--- config.mk ---
export PLATFORM = sky130hd
export DESIGN_NAME = version_reporter_flat
export DESIGN_NICKNAME = d
export VERILOG_FILES = /design/src/rtl/version_pkg.sv /design/src/rtl/version_report_pkg.sv /design/src/rtl/version_reporter_if.sv /design/src/rtl/version_reporter_bin8_to_bcd3.sv /design/src/rtl/version_reporter.sv /design/src/flat_wrapper.sv
export SDC_FILE = /design/constraint.sdc
export NUM_CORES = 1
export LEC_CHECK = 0
export CORE_AREA = 5 5 84 86
export DETAILED_ROUTE_END_ITERATION = 12
export DIE_AREA = 0 0 89 91
export PLACE_DENSITY = 0.76
export SLEW_MARGIN = 25
export SYNTH_ARGS = -nofsm -noshare
export SYNTH_HDL_FRONTEND = slang
export SYNTH_HIERARCHICAL = 1
export SYNTH_SLANG_ARGS = --single-unit
export TNS_END_PERCENT = 50
--- constraint.sdc ---
create_clock -name clk -period 14.45 [get_ports clk]
set_input_delay 2.89 -clock clk [delete_from_list [all_inputs] [get_ports clk]]
set_output_delay 2.89 -clock clk [all_outputs]
set_load 0.01 [all_outputs]
--- src/rtl/version_pkg.sv ---
// Build constants stamped by the release flow; consumed read-only by the reporter.
// Latency: none (constants only).
// Backpressure: not applicable.
package version_pkg;
   localparam logic [7:0]  C_VERSION_MAJOR  = 8'd0;
   localparam logic [7:0]  C_VERSION_MINOR  = 8'd0;
   localparam logic [7:0]  C_VERSION_PATCH  = 8'd0;
   localparam logic [7:0]  C_VERSION_BUILD  = 8'd46;
   localparam logic [15:0] C_VERSION_YEAR   = 16'h2025;
   localparam logic [7:0]  C_VERSION_MONTH  = 8'h11;
   localparam logic [7:0]  C_VERSION_DAY    = 8'h04;
   localparam logic [7:0]  C_VERSION_HOUR   = 8'h17;
   localparam logic [7:0]  C_VERSION_MINUTE = 8'h54;
   localparam logic [7:0]  C_VERSION_SECOND = 8'h28;
endpackage

--- src/rtl/version_report_pkg.sv ---
// Token types, ASCII constants and helpers shared by the version banner serializer.
// Latency: none (types and pure functions only).
// Backpressure: not applicable.
package version_report_pkg;

   typedef enum logic [1:0] {TOK_LIT, TOK_DEC8, TOK_BCD2, TOK_BCD4} tok_kind_e;

   typedef struct packed {
      tok_kind_e   kind;
      logic [15:0] value;
   } tok_t;

   typedef enum logic [1:0] {ST_IDLE, ST_EMIT, ST_DONE} state_e;

   localparam logic [7:0] C_ASCII_V     = 8'h76;
   localparam logic [7:0] C_ASCII_DOT   = 8'h2E;
   localparam logic [7:0] C_ASCII_PLUS  = 8'h2B;
   localparam logic [7:0] C_ASCII_SPACE = 8'h20;
   localparam logic [7:0] C_ASCII_DASH  = 8'h2D;
   localparam logic [7:0] C_ASCII_COLON = 8'h3A;
   localparam logic [7:0] C_ASCII_CR    = 8'h0D;
   localparam logic [7:0] C_ASCII_LF    = 8'h0A;
   localparam logic [7:0] C_ASCII_ZERO  = 8'h30;
   localparam logic [7:0] C_ASCII_A     = 8'h41;

   function automatic tok_t mk_tok(tok_kind_e kind, logic [15:0] value);
      tok_t t;
      t.kind  = kind;
      t.value = value;
      return t;
   endfunction

   // Number of bytes a token expands to (1..4).
   function automatic logic [2:0] tok_len(tok_t tok);
      case (tok.kind)
         TOK_LIT:  return 3'd1;
         TOK_BCD2: return 3'd2;
         TOK_BCD4: return 3'd4;
         default: begin
            if (tok.value[7:0] >= 8'd100)     return 3'd3;
            else if (tok.value[7:0] >= 8'd10) return 3'd2;
            else                              return 3'd1;
         end
      endcase
   endfunction

   // Malformed BCD nibbles are shown as uppercase hex rather than dropped.
   function automatic logic [7:0] nib_to_ascii(logic [3:0] n);
      if (n < 4'd10) return C_ASCII_ZERO + {4'h0, n};
      else           return C_ASCII_A - 8'd10 + {4'h0, n};
   endfunction

endpackage

--- src/rtl/version_reporter_if.sv ---
// Start/status and byte-stream signals between the banner reporter and its consumer.
// Latency: none (wiring only).
// Backpressure: tready_i stalls the byte stream; start_i is a level request.
interface version_reporter_if;
   logic       start_i;
   logic       busy_o;
   logic       done_o;
   logic [7:0] tdata_o;
   logic       tvalid_o;
   logic       tready_i;

   modport master (input start_i, tready_i, output busy_o, done_o, tdata_o, tvalid_o);
   modport slave  (output start_i, tready_i, input busy_o, done_o, tdata_o, tvalid_o);
endinterface

--- src/rtl/version_reporter_bin8_to_bcd3.sv ---
// Combinational 8-bit binary to 3-digit BCD with significant-digit count.
// Latency: 0 cycles (pure combinational).
// Backpressure: not applicable.
module bin8_to_bcd3 (
   input  logic [7:0]  bin,
   output logic [11:0] bcd,
   output logic [1:0]  n_dig
);

   logic [19:0] shift;

   // Double-dabble: add 3 to any digit >= 5, then shift in the next binary bit.
   always_comb begin
      shift = {12'h000, bin};
      for (int i = 0; i < 8; i++) begin
         if (shift[11:8]  > 4'd4) shift[11:8]  = shift[11:8]  + 4'd3;
         if (shift[15:12] > 4'd4) shift[15:12] = shift[15:12] + 4'd3;
         if (shift[19:16] > 4'd4) shift[19:16] = shift[19:16] + 4'd3;
         shift = shift << 1;
      end
      bcd = shift[19:8];
   end

   // Leading zeros are suppressed; zero itself still prints one digit.
   always_comb begin
      if (bcd[11:8] != 4'd0)     n_dig = 2'd3;
      else if (bcd[7:4] != 4'd0) n_dig = 2'd2;
      else                       n_dig = 2'd1;
   end

endmodule

--- src/rtl/version_reporter.sv ---
// Serializes the build version/date constants as an ASCII banner on a byte stream.
// Latency: first byte 'v' valid the cycle after start_i is sampled in idle; then 1 byte/cycle.
// Backpressure: tready_i low holds tvalid_o/tdata_o; tready_i only feeds register enables.
module version_reporter #(
   parameter logic [7:0]  P_MAJOR  = version_pkg::C_VERSION_MAJOR,
   parameter logic [7:0]  P_MINOR  = version_pkg::C_VERSION_MINOR,
   parameter logic [7:0]  P_PATCH  = version_pkg::C_VERSION_PATCH,
   parameter logic [7:0]  P_BUILD  = version_pkg::C_VERSION_BUILD,
   parameter logic [15:0] P_YEAR   = version_pkg::C_VERSION_YEAR,
   parameter logic [7:0]  P_MONTH  = version_pkg::C_VERSION_MONTH,
   parameter logic [7:0]  P_DAY    = version_pkg::C_VERSION_DAY,
   parameter logic [7:0]  P_HOUR   = version_pkg::C_VERSION_HOUR,
   parameter logic [7:0]  P_MINUTE = version_pkg::C_VERSION_MINUTE,
   parameter logic [7:0]  P_SECOND = version_pkg::C_VERSION_SECOND,
   parameter bit          P_CRLF   = 1'b1
) (
   input  logic                clk,
   input  logic                rst_n,
   version_reporter_if.master  bus
);

   import version_report_pkg::*;

   localparam int         C_NUM_TOK  = P_CRLF ? 22 : 20;
   localparam logic [4:0] C_LAST_TOK = 5'(C_NUM_TOK - 1);

   // The CR/LF entries are simply never reached when P_CRLF is 0.
   localparam tok_t C_TOK_TABLE [22] = '{
      mk_tok(TOK_LIT,  {8'h00, C_ASCII_V}),
      mk_tok(TOK_DEC8, {8'h00, P_MAJOR}),
      mk_tok(TOK_LIT,  {8'h00, C_ASCII_DOT}),
      mk_tok(TOK_DEC8, {8'h00, P_MINOR}),
      mk_tok(TOK_LIT,  {8'h00, C_ASCII_DOT}),
      mk_tok(TOK_DEC8, {8'h00, P_PATCH}),
      mk_tok(TOK_LIT,  {8'h00, C_ASCII_PLUS}),
      mk_tok(TOK_DEC8, {8'h00, P_BUILD}),
      mk_tok(TOK_LIT,  {8'h00, C_ASCII_SPACE}),
      mk_tok(TOK_BCD4, P_YEAR),
      mk_tok(TOK_LIT,  {8'h00, C_ASCII_DASH}),
      mk_tok(TOK_BCD2, {8'h00, P_MONTH}),
      mk_tok(TOK_LIT,  {8'h00, C_ASCII_DASH}),
      mk_tok(TOK_BCD2, {8'h00, P_DAY}),
      mk_tok(TOK_LIT,  {8'h00, C_ASCII_SPACE}),
      mk_tok(TOK_BCD2, {8'h00, P_HOUR}),
      mk_tok(TOK_LIT,  {8'h00, C_ASCII_COLON}),
      mk_tok(TOK_BCD2, {8'h00, P_MINUTE}),
      mk_tok(TOK_LIT,  {8'h00, C_ASCII_COLON}),
      mk_tok(TOK_BCD2, {8'h00, P_SECOND}),
      mk_tok(TOK_LIT,  {8'h00, C_ASCII_CR}),
      mk_tok(TOK_LIT,  {8'h00, C_ASCII_LF})
   };

   state_e      state;
   logic [4:0]  tok_idx;
   logic [1:0]  dig_idx;
   logic [2:0]  cur_len;
   logic [7:0]  tdata_q;
   logic        tvalid_q;
   logic        busy_q;
   logic        done_q;

   logic        last_dig;
   logic        last_byte;
   logic [4:0]  sel_tok;
   logic [1:0]  sel_dig;
   tok_t        sel_entry;
   logic [11:0] dec_bcd;
   logic [1:0]  dec_n;
   logic [1:0]  dec_pos;
   logic [3:0]  sel_nib;
   logic [2:0]  sel_len;
   logic [7:0]  sel_byte;

   // cur_len is the length of the token currently on tdata_q, captured when it was loaded.
   assign last_dig  = ({1'b0, dig_idx} == (cur_len - 3'd1));
   assign last_byte = last_dig && (tok_idx == C_LAST_TOK);

   // Pointer to the byte to load next: first byte on start, otherwise the successor.
   always_comb begin
      sel_tok = tok_idx;
      sel_dig = dig_idx + 2'd1;
      if (state == ST_IDLE) begin
         sel_tok = '0;
         sel_dig = '0;
      end else if (last_dig) begin
         sel_tok = tok_idx + 5'd1;
         sel_dig = '0;
      end
   end

   assign sel_entry = (sel_tok <= C_LAST_TOK) ? C_TOK_TABLE[sel_tok] : C_TOK_TABLE[0];

   bin8_to_bcd3 u_bcd (
      .bin   (sel_entry.value[7:0]),
      .bcd   (dec_bcd),
      .n_dig (dec_n)
   );

   // Skip suppressed leading digits: position within {hundreds, tens, ones}.
   assign dec_pos = (2'd3 - dec_n) + sel_dig;

   // ASCII byte and token length for the selected pointer.
   always_comb begin
      sel_nib  = '0;
      sel_len  = tok_len(sel_entry);
      sel_byte = sel_entry.value[7:0];
      case (sel_entry.kind)
         TOK_DEC8: begin
            sel_len = {1'b0, dec_n};
            case (dec_pos)
               2'd0:    sel_nib = dec_bcd[11:8];
               2'd1:    sel_nib = dec_bcd[7:4];
               default: sel_nib = dec_bcd[3:0];
            endcase
            sel_byte = nib_to_ascii(sel_nib);
         end
         TOK_BCD2: begin
            sel_nib  = sel_dig[0] ? sel_entry.value[3:0] : sel_entry.value[7:4];
            sel_byte = nib_to_ascii(sel_nib);
         end
         TOK_BCD4: begin
            case (sel_dig)
               2'd0:    sel_nib = sel_entry.value[15:12];
               2'd1:    sel_nib = sel_entry.value[11:8];
               2'd2:    sel_nib = sel_entry.value[7:4];
               default: sel_nib = sel_entry.value[3:0];
            endcase
            sel_byte = nib_to_ascii(sel_nib);
         end
         default: ;
      endcase
   end

   // Control FSM with registered stream and status outputs; reset drops any partial banner.
   always_ff @(posedge clk) begin
      if (!rst_n) begin
         state    <= ST_IDLE;
         tok_idx  <= '0;
         dig_idx  <= '0;
         cur_len  <= '0;
         tdata_q  <= 8'h00;
         tvalid_q <= 1'b0;
         busy_q   <= 1'b0;
         done_q   <= 1'b0;
      end else begin
         done_q <= 1'b0;
         case (state)
            ST_IDLE: begin
               if (bus.start_i) begin
                  state    <= ST_EMIT;
                  busy_q   <= 1'b1;
                  tvalid_q <= 1'b1;
                  tdata_q  <= sel_byte;
                  tok_idx  <= sel_tok;
                  dig_idx  <= sel_dig;
                  cur_len  <= sel_len;
               end
            end
            ST_EMIT: begin
               if (bus.tready_i) begin
                  if (last_byte) begin
                     state    <= ST_DONE;
                     busy_q   <= 1'b0;
                     tvalid_q <= 1'b0;
                     tdata_q  <= 8'h00;
                     done_q   <= 1'b1;
                  end else begin
                     tdata_q <= sel_byte;
                     tok_idx <= sel_tok;
                     dig_idx <= sel_dig;
                     cur_len <= sel_len;
                  end
               end
            end
            default: begin
               state   <= ST_IDLE;
               tok_idx <= '0;
               dig_idx <= '0;
               cur_len <= '0;
            end
         endcase
      end
   end

   assign bus.tdata_o  = tdata_q;
   assign bus.tvalid_o = tvalid_q;
   assign bus.busy_o   = busy_q;
   assign bus.done_o   = done_q;

endmodule
--- src/flat_wrapper.sv ---
// flat-port wrapper written by rule: the top's interface ports become plain ports
module version_reporter_flat import version_report_pkg::*;
#(
   parameter logic [7:0]  P_MAJOR  = version_pkg::C_VERSION_MAJOR,
   parameter logic [7:0]  P_MINOR  = version_pkg::C_VERSION_MINOR,
   parameter logic [7:0]  P_PATCH  = version_pkg::C_VERSION_PATCH,
   parameter logic [7:0]  P_BUILD  = version_pkg::C_VERSION_BUILD,
   parameter logic [15:0] P_YEAR   = version_pkg::C_VERSION_YEAR,
   parameter logic [7:0]  P_MONTH  = version_pkg::C_VERSION_MONTH,
   parameter logic [7:0]  P_DAY    = version_pkg::C_VERSION_DAY,
   parameter logic [7:0]  P_HOUR   = version_pkg::C_VERSION_HOUR,
   parameter logic [7:0]  P_MINUTE = version_pkg::C_VERSION_MINUTE,
   parameter logic [7:0]  P_SECOND = version_pkg::C_VERSION_SECOND,
   parameter bit          P_CRLF   = 1'b1
)
  (clk, rst_n, bus_start_i, bus_tready_i, bus_busy_o, bus_done_o, bus_tdata_o, bus_tvalid_o);
  version_reporter_if bus_i ();
  input  logic clk;
  input  logic rst_n;
  input wire logic [$bits(bus_i.start_i)-1:0] bus_start_i;
  input wire logic [$bits(bus_i.tready_i)-1:0] bus_tready_i;
  output wire logic [$bits(bus_i.busy_o)-1:0] bus_busy_o;
  output wire logic [$bits(bus_i.done_o)-1:0] bus_done_o;
  output wire logic [$bits(bus_i.tdata_o)-1:0] bus_tdata_o;
  output wire logic [$bits(bus_i.tvalid_o)-1:0] bus_tvalid_o;
  assign bus_i.start_i = bus_start_i;
  assign bus_i.tready_i = bus_tready_i;
  assign bus_busy_o = bus_i.busy_o;
  assign bus_done_o = bus_i.done_o;
  assign bus_tdata_o = bus_i.tdata_o;
  assign bus_tvalid_o = bus_i.tvalid_o;
  version_reporter #(.P_MAJOR(P_MAJOR), .P_MINOR(P_MINOR), .P_PATCH(P_PATCH), .P_BUILD(P_BUILD), .P_YEAR(P_YEAR), .P_MONTH(P_MONTH), .P_DAY(P_DAY), .P_HOUR(P_HOUR), .P_MINUTE(P_MINUTE), .P_SECOND(P_SECOND), .P_CRLF(P_CRLF)) u_core (.clk(clk), .rst_n(rst_n), .bus(bus_i));
endmodule
**Word level (Yosys, flattened, before mapping)**

Memory sizes are Yosys's and may differ from the RTL's.
Cells that the tools add are included.

- Register bits after elaboration: 22
- Bits of input ports: 4
- Memories: 1
- Logic and storage cells: 154
- Bits in latches: 0
- RAM bits: 0
- Memory bits (read-only): 576

Memory list:

| name | depth | width | rd ports | clocked after memory_dff | write ports | RTL line | source |
|---|---|---|---|---|---|---|---|
| (no name shown) | 32 | 18 | 1 | 0 | 0 | version_reporter.sv:91 | `assign sel_entry = (sel_tok <= C_LAST_TOK) ? C_TOK_TABLE[sel_tok] : C_TOK_TABLE[0];` |

- Reduce and logical (&&, ||, !) cells: 13
- Order comparisons: 25
- Shift operators: 0
- $mul: 0
- Eq/ne operators: 13
- Div/mod/pow operators: 0
- Add/sub/neg operators: 29
- Bitwise logic cells: 1
- Muxes and demuxes: 65

Operator list:

| operator | number |
|---|---|
| 4-bit by 3-bit > comparator with 1-bit output, second input constant | 15 |
| 4-bit 2-to-1 mux | 14 |
| 18-bit 2-to-1 mux | 3 |
| 8-bit 2-to-1 mux | 6 |
| 4-bit by 2-bit adder with 4-bit output, second input constant | 11 |
| 6-bit by 4-bit adder with 7-bit output, first input constant | 6 |
| 3-bit 2-to-1 mux | 12 |
| 5-bit 2-to-1 mux | 5 |
| 8-bit one-hot mux with 3 select lines | 1 |
| 2-bit 2-to-1 mux | 11 |
| 8-bit one-hot mux with 2 select lines | 1 |
| 3-bit by 2-bit adder with 3-bit output, second input constant | 4 |
| 4-bit < comparator, second input constant | 3 |
| 4-bit one-hot mux with 3 select lines | 1 |
| 3-bit AND reduction | 4 |
| 5-bit one-hot mux with 2 select lines | 1 |
| 3-bit one-hot mux with 3 select lines | 1 |
| 2-bit by 1-bit equality test with 1-bit output, second input constant | 4 |
| 8-bit by 4-bit >= comparator with 1-bit output, second input constant | 1 |
| 8-bit by 7-bit >= comparator with 1-bit output, second input constant | 1 |
| 2-bit zero test | 4 |
| 2-bit one-hot mux with 2 select lines | 2 |
| 4-bit one-hot mux with 2 select lines | 1 |
| 4-bit nonzero test | 2 |
| 23 further kinds | 32 |

**Depth between registers and ports, before layout**

- Depth after elaboration: 37
- Mapped depth: 44

**Cells and area by module**

The synthesis kept the hierarchy.

Modules (own cells, without submodules):

| module | area each (µm²) | instances | cells an instance | seq. area each (µm²) |
|---|---|---|---|---|
| version_reporter | 2555.0 | 1 | 329 | 420.4 |
| bin8_to_bcd3 | 1047.3 | 1 | 156 | 0.0 |

**Worst setup path before layout**

Ideal clock, no wire load.

- Kind: flip-flop to flip-flop
- Start: reg u_core.cur_len[0]
- End: reg u_core.tdata_q[1] (netlist: u_core/bus.tdata_o[1])
- Cell stages (with the launch flop): 38
- Slack: 6.594 ns
- Path buffers: 4
- Arrival: 7.737 ns
- Period minus slack after synthesis: 7.856 ns
- Cell sequence: dfxtp_1 > inv_1 > ha_1 > xnor2_2 > nor3_1 > clkbuf_8 > nor2_1 > a211oi_1 > inv_1 > ha_1 > nand2b_1 > a311oi_1 > a211o_2 > a2bb2oi_1 > buf_2 > nor4_1 > nor3_2 > clkbuf_1 > [2 not listed] > a21oi_1 > ha_1 > clkbuf_1 > a221o_1 > mux2i_1 > a211oi_2 > nand3b_1 > inv_1 > ha_1 > xor2_1 > xnor2_1 > o21ai_0 > ha_1 > nand2_1 > nand3_1 > o21ai_0 > a32o_1 > a211o_1

RTL lines:

| what | RTL line | source |
|---|---|---|
| start: declaration | version_reporter.sv:56 | `logic [2:0] cur_len;` |
| start signal: assignment | version_reporter.sv:156 | `cur_len <= sel_len;` |
| start signal: assignment | version_reporter.sv:171 | `cur_len <= sel_len;` |
| end signal: assignment | version_reporter.sv:153 | `tdata_q <= sel_byte;` |
| end signal: assignment | version_reporter.sv:168 | `tdata_q <= sel_byte;` |
| end: declaration | version_reporter.sv:57 | `logic [7:0] tdata_q;` |

==> results.tsv <==
metric	value	unit
outcome	completed	
internal_power	0.115	mW
cp_slowest_cell	nor3_2	
area_delta_synth_final	1.98	%
p_switching	0.0701	mW
fp.dieH	91	um
fin_crit	9.06	ns
top_usage_layer	met2	
place_inst	546	
syn_area	3600	sq um
crit_arrival	9.20	ns
setup_viol	0	
viasPerCell	6.49	
holdPathStages	1	
finalNonFillerCells	550	
rr_worst_depth	34	
synthAdderAreaFrac	8.34	%
seqPwrFrac	34.1	%
synth_compound_area_share	30.9	%
io_buffers	13	
finalCritPeriodShare	62.7	%
final_area	3670	sq um
synth_top_area_share	11.7	%
placement.cell_area	3630	sq um
drc	0	
whs	0.460	ns
cts_max_level	1	
critical_path_class	reg2reg	
synth_xor_area_share	6.70	%
cts_sinks	21	
path_max_fanout	15	
peakVddDrop	0.0000714	V
hold_class	reg2reg	
die_w	89	um
seq_area_frac_synth	11.7	%
rsz0062_at_grt	false	
ant_nets	0	
cpPeakStageDelay	0.74	ns
dr.first_iter.drc_count	281	
routed_wl	9050	um
worst_slack	5.39	ns
switching_share	37.9	%
drv_slew	0	
drive_gt1_share	9.51	%
synth_edf_count	0	
coreArea	6200	sq um
synth.area.mux_share	7.47	%
cts_made_buffers	3	
syn_inst	485	
cts_tree	built	
die-area	8100	sq um
use_met3	1.36	%
clock.fmax	110	MHz
start_kind	flop	
first_pass_iters	5	
p_per_area	50.4	nW/um^2
n_antenna_cell	0	
yosys.area_share.simple	25.1	%
initial_utilization	58.1	%
io_pins	15	
grt_pass1_vias	3155	
synth_ff_type	dfxtp_1	
fin_util	59.2	%
hold_violations	0	
finalSetupTns	0	ns
relSlewSlack	36.7	%
hpwlAfterDp	6970	um
total_power	0.185	mW
crit_path_end_kind	flop	
fillCellCount	587	
critical_path_required	14.59	ns
cts_root_buf	clkbuf_8	
grt_max_degree	21	
grt_util_met1	31.0	%
synth_warnings	6	
cp_common_cell	ha_1	
comb_power_share	46.2	%
pre_cts_ws	5.45	ns
grt_pass1_wl	15100	um
wire_per_inst	16.5	um
cts_hold_buf	0	
vias	3567	
synth_area_per_cell	7.43	sq um
clk_pin_slew	0.07	ns
drv_cap	0	
gr-usage-met2	36.7	%
grt_overflow_total	0	
synth-seq-cells	21	
gp_congestion	0.934	
synth_area_leader_cell	dfxtp_1	
synth_area_leaders	dfxtp_1 (12%), ha_1 (8.3%), nand2_1 (5.3%)	
rows	29	
cts.path.max_buffers	2	
nets	502	
grtUsageTotal	22.2	%
antenna_found_initial	0	
synth_top_family_by_area	compound AO/OA/AOI/OAI gates	
cts_resized	0	
async_reset_ff_share	0	%
p_leak	1.38	nW
cts_setup_buffers	0	
clk_latency	0.25	ns
fin_skew	0.00193	ns
synth.distinct_cells	95	
p_clk_share	19.7	%
worst_pin_slew	0.946	ns
[power by group through the flow]
stage,registers [mW],clock network [mW],logic [mW]
after floorplan,0.0646,0,0.0670
after global placement,0.0642,0,0.0823
after detailed placement,0.0644,0,0.0840
after CTS,0.0631,0.0379,0.0845
after global routing,0.0635,0.0405,0.0940
final,0.0631,0.0365,0.0854
[logic make-up after synthesis]
logic type / Yosys count
AOI/OAI and AO/OA: 150
xor gates and xnor gates: 25
adders and majority gates: 24
buffers and inverters: 63
DFF: 21
muxes: 24
other: 2
and+or+nand+nor: 176
[placed cells by master (no fill, tap or decap), types with 3 or more instances in the layout]
cell type / n
o211ai_1: 6
o311ai_0: 4
buf_4: 3
and2_1: 9
ha_1: 24
and3_1: 5
nand2b_1: 5
a31oi_1: 3
conb_1: 7
o21ai_0: 28
nor2_1: 40
nand4_1: 4
inv_1: 24
mux2_2: 8
clkbuf_8: 3
a21oi_1: 28
o22ai_1: 6
dfxtp_1: 21
a41oi_1: 3
clkdlybuf4s50_1: 13
or3_1: 3
nor3_1: 9
a311oi_1: 4
o21a_1: 3
mux2i_1: 13
xor2_1: 8
a21o_1: 5
nor2b_1: 9
a22oi_1: 11
o31ai_1: 3
a2bb2oi_1: 3
nand3_1: 18
xnor2_1: 14
nand2_1: 51
a211oi_1: 6
[metal layers]
| layer | part of all wire, % | wire (um) |
|---|---|---|
| met5 | 0 | 0 |
| met3 | 5.4 | 491 |
| met1 | 44 | 4020 |
| met4 | 2.5 | 222 |
| met2 | 48 | 4320 |
[final timing paths]
check                         from               endpoint  slack, ns
min          u_core/bus.tdata_o[6]  u_core/bus.tdata_o[6]       0.46
max reg2reg      u_core/cur_len[0]  u_core/bus.tdata_o[1]       5.39
max              u_core/cur_len[0]  u_core/bus.tdata_o[1]       5.39
min reg2reg  u_core/bus.tdata_o[6]  u_core/bus.tdata_o[6]       0.46
[Yosys cell counts, types with 5 or more instances]
| cell type | n |
|---|---|
| nand2_1 | 51 |
| nor2_1 | 40 |
| a21oi_1 | 28 |
| o21ai_0 | 28 |
| ha_1 | 24 |
| inv_1 | 24 |
| dfxtp_1 | 21 |
| nand3_1 | 18 |
| xnor2_1 | 14 |
| clkbuf_1 | 13 |
| mux2i_1 | 13 |
| a22oi_1 | 11 |
| nor3_1 | 10 |
| and2_1 | 9 |
| nor2b_1 | 9 |
| buf_4 | 8 |
| mux2_2 | 8 |
| xor2_1 | 8 |
| a211oi_1 | 6 |
| buf_2 | 6 |
| buf_6 | 6 |
| o211ai_1 | 6 |
| o22ai_1 | 6 |
| a21o_1 | 5 |
| and3_1 | 5 |
| nand2b_1 | 5 |
[sequential cells by signal (all words and copies together) (netlist names)]
register            cells
u_core/bus.done_o       1
u_core/bus.tdata_o      7
u_core/bus.busy_o       1
u_core/tok_idx          5
u_core/state            2
u_core/cur_len          3
u_core/dig_idx          2
[worst max-delay path: cells and delay by family, from the launching register on]
kind,cells,cell delay [ns]
compound gates,10,3.07
xor+xnor,3,0.86
fa+ha+maj,5,1.49
buf+inv,4,0.50
flops,1,0.42
mux,3,0.81
simple gates,9,1.80
[cell type report]
type / count / area (sq um) / share of cell area, %
multi-input combinational: 406 / 2860 / 77.9
sequential: 21 / 420 / 11.4
clock buffer: 4 / 45.0 / 1.23
timing repair buffer: 16 / 153 / 4.16
tap: 77 / 96.3 / 2.62
inverter: 26 / 97.6 / 2.66
(Power assumes the default switching activity.)
